==> src/rtl/mmio_timer.sv <==
// Memory-mapped prescaled down-counter timer with one-shot/auto-reload, sticky expiry flag and irq.
// Latency: reads are combinational from registered state, writes land on the next clk edge; no backpressure, always ready.
module mmio_timer #(
  parameter logic [31:0] BASE    = 32'hFFFF0000,
  parameter int          PRESC_W = 8,
  parameter logic [31:0] ID      = 32'h54494D31
) (
  input  logic        clk,
  input  logic        reset,
  input  logic        memwrite,
  input  logic [31:0] memaddr,
  input  logic [31:0] memwritedata,
  output logic [31:0] memreaddata,
  output logic        hit,
  output logic        irq
);

  typedef enum logic [1:0] {STOPPED, RUNNING, DONE} state_t;

  typedef struct packed {
    logic ie;
    logic reload;
  } ctrl_t;

  localparam logic [2:0] OFF_CTRL   = 3'd0;
  localparam logic [2:0] OFF_LOAD   = 3'd1;
  localparam logic [2:0] OFF_COUNT  = 3'd2;
  localparam logic [2:0] OFF_STATUS = 3'd3;
  localparam logic [2:0] OFF_PRESC  = 3'd4;
  localparam logic [2:0] OFF_ID     = 3'd5;

  state_t               state_q, state_d;
  ctrl_t                ctrl_q;
  logic [31:0]          load_q;
  logic [31:0]          count_q;
  logic [PRESC_W-1:0]   presc_q;
  logic [PRESC_W-1:0]   pcnt_q;
  logic                 exp_q;

  logic [2:0] off;
  logic       wr, wr_ctrl, wr_load, wr_count, wr_status, wr_presc;
  logic       start, stop, counting, tick, expire;
  logic       addr_lsb_unused;

  assign hit             = (memaddr[31:5] == BASE[31:5]);
  assign off             = memaddr[4:2];
  assign addr_lsb_unused = ^memaddr[1:0];

  assign wr        = memwrite & hit;
  assign wr_ctrl   = wr && (off == OFF_CTRL);
  assign wr_load   = wr && (off == OFF_LOAD);
  assign wr_count  = wr && (off == OFF_COUNT);
  assign wr_status = wr && (off == OFF_STATUS);
  assign wr_presc  = wr && (off == OFF_PRESC);

  assign start    = wr_ctrl &&  memwritedata[0] && (state_q != RUNNING);
  assign stop     = wr_ctrl && !memwritedata[0] && (state_q == RUNNING);
  // A stop write freezes COUNT and pcnt on its own edge, so no tick lands there.
  assign counting = (state_q == RUNNING) && !stop;
  assign tick     = counting && (pcnt_q == presc_q);
  assign expire   = tick && (count_q == 32'd0);

  assign irq = exp_q & ctrl_q.ie;

  always_comb begin
    state_d = state_q;
    case (state_q)
      STOPPED, DONE: begin
        if (wr_ctrl && memwritedata[0]) state_d = RUNNING;
      end
      RUNNING: begin
        if (wr_ctrl)                          state_d = memwritedata[0] ? RUNNING : STOPPED;
        else if (expire && !ctrl_q.reload)    state_d = DONE;
      end
      default: state_d = STOPPED;
    endcase
  end

  always_ff @(posedge clk) begin
    if (reset) begin
      state_q       <= STOPPED;
      ctrl_q.ie     <= 1'b0;
      ctrl_q.reload <= 1'b0;
      load_q        <= '0;
      count_q       <= '0;
      presc_q       <= '0;
      pcnt_q        <= '0;
      exp_q         <= 1'b0;
    end else begin
      state_q <= state_d;

      if (wr_ctrl) begin
        ctrl_q.ie     <= memwritedata[2];
        ctrl_q.reload <= memwritedata[1];
      end
      if (wr_load)  load_q  <= memwritedata;
      if (wr_presc) presc_q <= memwritedata[PRESC_W-1:0];

      if (start)         pcnt_q <= '0;
      else if (counting) pcnt_q <= tick ? '0 : pcnt_q + 1'b1;

      // Bus writes to COUNT override any decrement or reload on the same edge.
      if (wr_count)   count_q <= memwritedata;
      else if (start) count_q <= load_q;
      else if (tick) begin
        if (count_q != 32'd0)   count_q <= count_q - 32'd1;
        else if (ctrl_q.reload) count_q <= load_q;
      end

      if (expire)                           exp_q <= 1'b1;
      else if (wr_status && memwritedata[0]) exp_q <= 1'b0;
    end
  end

  always_comb begin
    memreaddata = '0;
    if (hit) begin
      case (off)
        OFF_CTRL:   memreaddata = {29'd0, ctrl_q.ie, ctrl_q.reload, state_q == RUNNING};
        OFF_LOAD:   memreaddata = load_q;
        OFF_COUNT:  memreaddata = count_q;
        OFF_STATUS: memreaddata = {31'd0, exp_q};
        OFF_PRESC:  memreaddata = {{(32-PRESC_W){1'b0}}, presc_q};
        OFF_ID:     memreaddata = ID;
        default:    memreaddata = '0;
      endcase
    end
  end

endmodule

==> config.mk <==
export PLATFORM = sky130hd
export DESIGN_NAME = mmio_timer
export DESIGN_NICKNAME = d
export VERILOG_FILES = /design/src/rtl/mmio_timer.sv
export SDC_FILE = /design/constraint.sdc
export NUM_CORES = 1
export LEC_CHECK = 0
export CAP_MARGIN = 5
export CORE_ASPECT_RATIO = 0.8
export CORE_MARGIN = 5
export CORE_UTILIZATION = 50
export DETAILED_ROUTE_END_ITERATION = 10
export PLACE_DENSITY_LB_ADDON = 0.1
export SLEW_MARGIN = 30
export SYNTH_ARGS = -nofsm -noshare
export SYNTH_HDL_FRONTEND = slang
export SYNTH_SLANG_ARGS = --single-unit
==> constraint.sdc <==
create_clock -name clk -period 7 [get_ports clk]
set_input_delay 1.05 -clock clk [delete_from_list [all_inputs] [get_ports clk]]
set_output_delay 1.05 -clock clk [all_outputs]
set_load 0.01 [all_outputs]
==> out/metrics.yaml, run 1 <==
status:
  status: "complete, no violations"
sta:
  postLayoutSetupSlackWorst_ns: 1.38
  finalCriticalPeriod_ns: 5.62
  fmax_ghz: 0.178
  rsz0062_at_grt: "no"
  hold_violations: 0
  finalCritPeriodShare_pct: 80.3
  fin_tns_setup_ns: 0
  timing.max_slew.rel_slack_pct: 35.1
  setup_violations: 0
  worst_clk_skew_ns: 0.00580
  worstMarginPinSlew_ns: 0.972
  timing.final.max_slew_violations: 0
worst_setup_path:
  crit_path_frequent_cell: "sky130_fd_sc_hd__clkdlybuf4s50_1"
  worst-endpoint-arrival_ns: 4.57
  cp-startpoint: "memaddr[26]"
  critical_path.slowest_cell: "sky130_fd_sc_hd__nor4_1"
  worst_setup_path_end_kind: "output pin"
  timing.reg2reg.setup_slack_ns: 3.48
  cp_cell_sequence: "clkdlybuf4s50_1, nand4_1, nor4_1, nand2_1, inv_1, nand2b_1, nor2_1, clkdlybuf4s50_1"
  critPathMaxStageDelay_ns: 0.66
  regToRegEndpoint: "count_q[5]$_SDFFE_PP0P_"
  critical_path_class: "in2out"
  setup.worst_path.start_class: "input port"
  rr_startpoint: "count_q[7]$_SDFFE_PP0P_"
  reg2regPathDepth: 7
  maximum_net_fanout_on_the_critical_path: 15
  cp.required_ns: 5.95
clock_network:
  cts.root.buffer_cell: "sky130_fd_sc_hd__clkbuf_16"
  cts_made_buffers: 9
  clock_tree.buffer_depth: 2
  worst_setup_hold_path_clk_slew_ns: 0.06
  cts.repair.resized: 0
  clock_tree.htree_level_count: 3
  postCtsSetupBuffers: 0
  tritoncts: "yes"
  hold_bufs_inserted_after_cts: 0
  tritoncts_num_sinks: 85
  insertion_delay_ns: 0.34
floorplan:
  floorplan.initialDensity_pct: 51.5
  fp.dieArea_um2: 12100
  fp-row-count: 32
  die-width_um: 122
  core_region_area_um2: 9730
  top_level_ports: 101
  die_height_um: 99.6
route:
  drt-wirelength-per-cell_um: 19.0
  drt-total-wl_um: 16800
  detail-route-antenna-nets: 0
  dr.first_iter.drc_count: 567
  detailed_route_drc_error_count: 0
  drt_pre_antenna_iters: 5
  via_per_inst: 6.21
  vias: 5496
grt:
  grt_first_pass_wirelength_um: 26600
  first_global_vias: 5196
  grtUsageTotal_pct: 27.2
  grt_antenna_before_repair: 0
  globalRouteOverflowTotal: 0
  grt_start_max_net_pins: 57
layout:
  most_common_library_cell_in_the_layout_ignoring_fill_and_taps: "sky130_fd_sc_hd__nand2_1"
  fillerInstances: 876
  n_antenna_cell: 0
  share_of_post_route_cells_with_drive_strength_above_1_pct: 4.67
  nets: 814
  most-common-layout-cells: "111 x sky130_fd_sc_hd__nand2_1, 97 x sky130_fd_sc_hd__clkdlybuf4s50_1, 86 x sky130_fd_sc_hd__a21oi_1"
  area_growth_syn_to_layout_pct: 27.1
  final_util_pct: 65.5
place:
  globalplace.congestion: 0.873
  dp_hpwl_um: 10900
  port_buffers: 98
  pre_cts_slack_ns: 1.42
logic_synthesis:
  yosysUniqueCellTypes: 48
  postSynthRegisterBits: 85
  synth.yosys.seq_area_share_pct: 33.9
  synthesis.nets: 745
  synth_async_sr_flop_share_pct: 0
  post_synth_edffs: 0
  syn-cell-area_um2: 5010
  ys.warnings.count: 0
  synthesis.area_per_instance_um2: 7.43
  post_synth_inst_count: 675
  ys_dominant_reg_cell: "sky130_fd_sc_hd__dfxtp_1"
pwr:
  leakage_nw: 2.16
  max-vdd-ir-drop_uv: 101
  post-layout-total-power_mw: 1.06
  power_density_over_cell_area_nw_per_um2: 166
run:
  drv_cap: 0
min_path:
  holdCritStartpoint: "load_q[28]$_SDFFE_PP0P_"
  min_path_cells: 2
  timing.hold.worst_endpoint: "load_q[28]$_SDFFE_PP0P_"
  worstHoldPathType: "reg2reg"
[worst max-delay path by stage]
stage | endpoint | slack (ns) | cells past startpoint
after CTS | memreaddata[31] | 1.40 | 8
after detailed placement | memreaddata[31] | 1.42 | 8
after global placement | memreaddata[31] | 1.54 | 8
final | memreaddata[31] | 1.38 | 8
after floorplan | memreaddata[15] | 3.42 | 7
after global routing | memreaddata[9] | 1.06 | 8
[state kept, by name, summed over array words and instances (netlist names)]
signal	flops
load_q	32
state_q	2
pcnt_q	8
presc_q	8
count_q	32
exp_q	1
ctrl_q	2
[kinds of logic after synthesis]
| group | Yosys count | synth area share [%] |
|---|---|---|
| AOI/OAI and AO/OA | 184 | 22.5 |
| xor gates and xnor gates | 42 | 7.34 |
| and+or+nand+nor | 283 | 26.8 |
| muxes | 21 | 4.19 |
| adders and majority gates | 3 | 0.749 |
| buffers and inverters | 57 | 4.42 |
| DFF | 85 | 33.9 |
[worst max-delay path, delay by kind of cell]
kind	cells	cell delay, ns
AND/OR/NAND/NOR	5	2.14
buffers and inverters	3	1.38
[synthesized netlist by cell type, drive strengths merged (8+ instances only)]
| cell type | number | area, um^2 |
|---|---|---|
| nand2 | 111 | 417 |
| a21oi | 88 | 440 |
| dfxtp | 85 | 1700 |
| nor2 | 76 | 285 |
| clkbuf | 44 | 165 |
| o21ai | 28 | 140 |
| a22oi | 23 | 173 |
| xnor2 | 23 | 201 |
| mux2i | 21 | 210 |
| o221ai | 21 | 184 |
| xor2 | 19 | 166 |
| nand4 | 16 | 100 |
| nor4 | 14 | 115 |
| nand3 | 10 | 50.1 |
| or3 | 10 | 62.6 |
| o211ai | 9 | 67.6 |
| inv | 8 | 30.0 |
| nor3 | 8 | 40.0 |
| or4 | 8 | 63.8 |
[area by class of cell]
| type | instances | area (um^2) | area share (%) |
|---|---|---|---|
| clock inverters | 4 | 45.0 | 0.706 |
| flip-flops and latches | 85 | 1700 | 26.7 |
| well taps | 136 | 170 | 2.67 |
| multi-input cells | 533 | 3120 | 48.9 |
| clock buffers | 12 | 267 | 4.18 |
| inverters | 8 | 30.0 | 0.471 |
| repair buffers | 107 | 1040 | 16.4 |
[layer usage]
metal  part of all wire (%)  wire (um)  GRT usage [%]  up-vias
met2                     45       7630           41.9      334
met1                     43       7240           37.6     2577
met3                     10       1720           6.48       24
li1                       -          -              -     2561
met5                      0          0              0        -
met4                    1.2        194           8.96        0
[power by group]
group	switching, mW	internal (mW)
logic	0.0386	0.0376
clock network	0.195	0.304
registers	0.000000000762	0.484
total	0.233	0.825
[stage by stage]
stage | cell area [um^2] | instances | hold WS, ns
after global placement | 6050 | 869 | 0.452
after CTS | 6370 | 885 | 0.467
final | 6380 | 885 | 0.465
after detailed placement | 6060 | 869 | 0.460
after global routing | 6380 | 885 | 0.485
after floorplan | 5010 | 675 | 0.439
No activity file was read; power rests on OpenSTA's default activity.
==> run 2, diff against run 1 <==
Settings changed: CORE_UTILIZATION 50 to 47.
Clock period 7 ns to 4.8 ns, I/O delays scaled along.
==> out/metrics.yaml, run 2 (same netlist as run 1, synthesis figures left out) <==
status:
  status: "complete, no violations"  # unchanged
grt:
  grt_antenna_before_repair: 0  # unchanged
  first_global_vias: 5372  # was 5,196
  grt_start_max_net_pins: 57  # unchanged
  grt_first_pass_wirelength_um: 27600  # was 26,600 um
  grtUsageTotal_pct: 26.4  # was 27.2%
  globalRouteOverflowTotal: 0  # unchanged
worst_setup_path:
  worst_setup_path_end_kind: "output pin"  # unchanged
  worst_path_dominant_cell_family: "buffers and inverters"  # was simple AND/OR/NAND/NOR gates
  critPathMaxStageDelay_ns: 0.57  # was 0.66 ns
  worstPathBufferInverterCount: 5  # was 3
  maximum_net_fanout_on_the_critical_path: 15  # unchanged
  setup.worst_path.start_class: "input port"  # unchanged
  cp_cell_sequence: "clkdlybuf4s50_1, nand4_1, nor4_1, buf_4, nand2_1, buf_4, inv_1, nand2b_1, nor2_1, clkdlybuf4s50_1"  # was clkdlybuf4s50_1, nand4_1, nor4_1, nand2_1, inv_1, nand2b_1, nor2_1, clkdlybuf4s50_1
  critical_path.slowest_cell: "sky130_fd_sc_hd__clkdlybuf4s50_1"  # was sky130_fd_sc_hd__nor4_1
  timing.reg2reg.setup_slack_ns: 1.32  # was 3.48 ns
  critical_path_class: "in2out"  # unchanged
  worst-endpoint-arrival_ns: 3.55  # was 4.57 ns
  cp.required_ns: 4.08  # was 5.95 ns
route:
  detail-route-antenna-nets: 0  # unchanged
  drt-total-wl_um: 16700  # was 16,800 um
  vias: 5434  # was 5,496
  detailed_route_drc_error_count: 0  # unchanged
  via_per_inst: 6.06  # was 6.21
  drt-wirelength-per-cell_um: 18.6  # was 19.0 um
  dr.first_iter.drc_count: 586  # was 567
  drt_pre_antenna_iters: 6  # was 5
pwr:
  seq_power_share_pct: 46.0  # was 45.7%
  power_density_over_cell_area_nw_per_um2: 239  # was 166 nW/um^2
  share_clk_of_total_power_pct: 46.6  # was 47.1%
  internal_power_mw: 1.17  # was 0.825 mW
  leakage_nw: 2.18  # was 2.16 nW
  max-vdd-ir-drop_uv: 170  # was 101 uV
  power.share.switching_pct: 23.9  # was 22.1%
  p_comb_share_pct: 7.4  # was 7.2%
  power_switching_mw: 0.365  # was 0.233 mW
sta:
  fmax_ghz: 0.234
  setup_violations: 0  # unchanged
  finalCriticalPeriod_ns: 4.27
  timing.max_slew.rel_slack_pct: 42.8  # was 35.1%
  worstMarginPinSlew_ns: 0.857  # was 0.972 ns
  rsz0062_at_grt: "no"  # unchanged
  holdWs_ns: 0.469  # was 0.465 ns
  worst_clk_skew_ns: 0.00637  # was 0.00580 ns
  finalCritPeriodShare_pct: 88.9
  timing.final.max_slew_violations: 0  # unchanged
  hold_violations: 0  # unchanged
  fin_tns_setup_ns: 0  # unchanged
clock_network:
  cts.repair.resized: 0  # unchanged
  clock_tree.buffer_depth: 2  # unchanged
  cts.root.buffer_cell: "sky130_fd_sc_hd__clkbuf_16"  # unchanged
  worst_setup_hold_path_clk_slew_ns: 0.06  # about the same
  clock_tree.htree_level_count: 3  # unchanged
  cts_made_buffers: 9  # unchanged
  postCtsSetupBuffers: 0  # unchanged
  tritoncts_num_sinks: 85  # unchanged
  hold_bufs_inserted_after_cts: 0  # unchanged
  insertion_delay_ns: 0.35  # was 0.34 ns
  tritoncts: "yes"  # unchanged
floorplan:
  core_region_area_um2: 10300  # was 9730 um^2
  top_level_ports: 101  # unchanged
  floorplan.initialDensity_pct: 48.6  # was 51.5%
  fp-row-count: 33  # was 32
  die-width_um: 125  # was 122 um
  fp.dieArea_um2: 12800  # was 12,100 um^2
  die_height_um: 102  # was 99.6 um
layout:
  share_of_post_route_cells_with_drive_strength_above_1_pct: 5.55  # was 4.67%
  most-common-layout-cells: "111 x sky130_fd_sc_hd__nand2_1, 97 x sky130_fd_sc_hd__clkdlybuf4s50_1, 86 x sky130_fd_sc_hd__a21oi_1"  # unchanged
  area_growth_syn_to_layout_pct: 28.0  # was 27.1%
  n_antenna_cell: 0  # unchanged
  most_common_library_cell_in_the_layout_ignoring_fill_and_taps: "sky130_fd_sc_hd__nand2_1"  # unchanged
  nets: 822  # was 814
  fillerInstances: 962  # was 876
  layout_top_registers: "count_q x32, load_q x32"  # unchanged
min_path:
  worstHoldPathType: "reg2reg"  # unchanged
run:
  drv_cap: 0  # unchanged
place:
  dp_hpwl_um: 11300  # was 10,900 um
  port_buffers: 98  # unchanged
  globalplace.congestion: 0.845  # was 0.873
[run 2: final timing paths]
| path | startpoint | to | cells past startpoint |
|---|---|---|---|
| setup / recovery | memaddr[20] | memreaddata[24] | 10 |
| hold / removal | load_q[20]$_SDFFE_PP0P_ | load_q[20]$_SDFFE_PP0P_ | 2 |
| setup reg to reg | count_q[7]$_SDFFE_PP0P_ | count_q[19]$_SDFFE_PP0P_ | 8 |
| hold reg to reg | load_q[20]$_SDFFE_PP0P_ | load_q[20]$_SDFFE_PP0P_ | 2 |
[run 2: stage by stage]
step | worst slack [ns] | utilization, % | power (mW) | cell area, um^2 | instances
after detailed placement | 0.591 | 59.3 | 0.831 | 6120 | 881
after CTS | 0.574 | 62.2 | 1.54 | 6420 | 897
after global routing | 0.414 | 62.2 | 1.58 | 6420 | 897
final | 0.533 | 62.2 | 1.53 | 6420 | 897
after floorplan | 1.88 | - | 0.752 | 5010 | 675
after global placement | 0.640 | 59.3 | 0.830 | 6120 | 881
[run 2: per-layer routing]
| metal | wire, um | track usage (%) |
|---|---|---|
| met4 | 275 | 7.83 |
| met5 | 0 | 0 |
| met2 | 7310 | 41.5 |
| met3 | 1660 | 7.16 |
| met1 | 7440 | 36.0 |
[run 2: power by group through the flow]
| stage | clock network [mW] | registers [mW] | logic, mW |
|---|---|---|---|
| 5_1_grt | 0.758 | 0.704 | 0.119 |
| 3_3_place_gp | 0 | 0.721 | 0.109 |
| 4_1_cts | 0.722 | 0.705 | 0.111 |
| 3_5_place_dp | 0 | 0.721 | 0.110 |
| 2_1_floorplan | 0 | 0.721 | 0.0313 |
| 6_report | 0.714 | 0.705 | 0.113 |
[run 2: cell type report]
| class | count | area, um^2 | share of cell area, % |
|---|---|---|---|
| timing repair buffer | 115 | 1100 | 17.2 |
| inverter | 8 | 30.0 | 0.468 |
| clock inverter | 7 | 75.1 | 1.17 |
| multi-input combinational | 533 | 3110 | 48.4 |
| tap | 140 | 175 | 2.73 |
| sequential | 85 | 1700 | 26.5 |
| clock buffer | 9 | 225 | 3.51 |
[run 2: tightest hold or removal path, cell delays in order (launching register included)]
cell                      delay [ns]
sky130_fd_sc_hd__dfxtp_1        0.32
sky130_fd_sc_hd__nand2_1        0.05
sky130_fd_sc_hd__a21oi_1        0.05
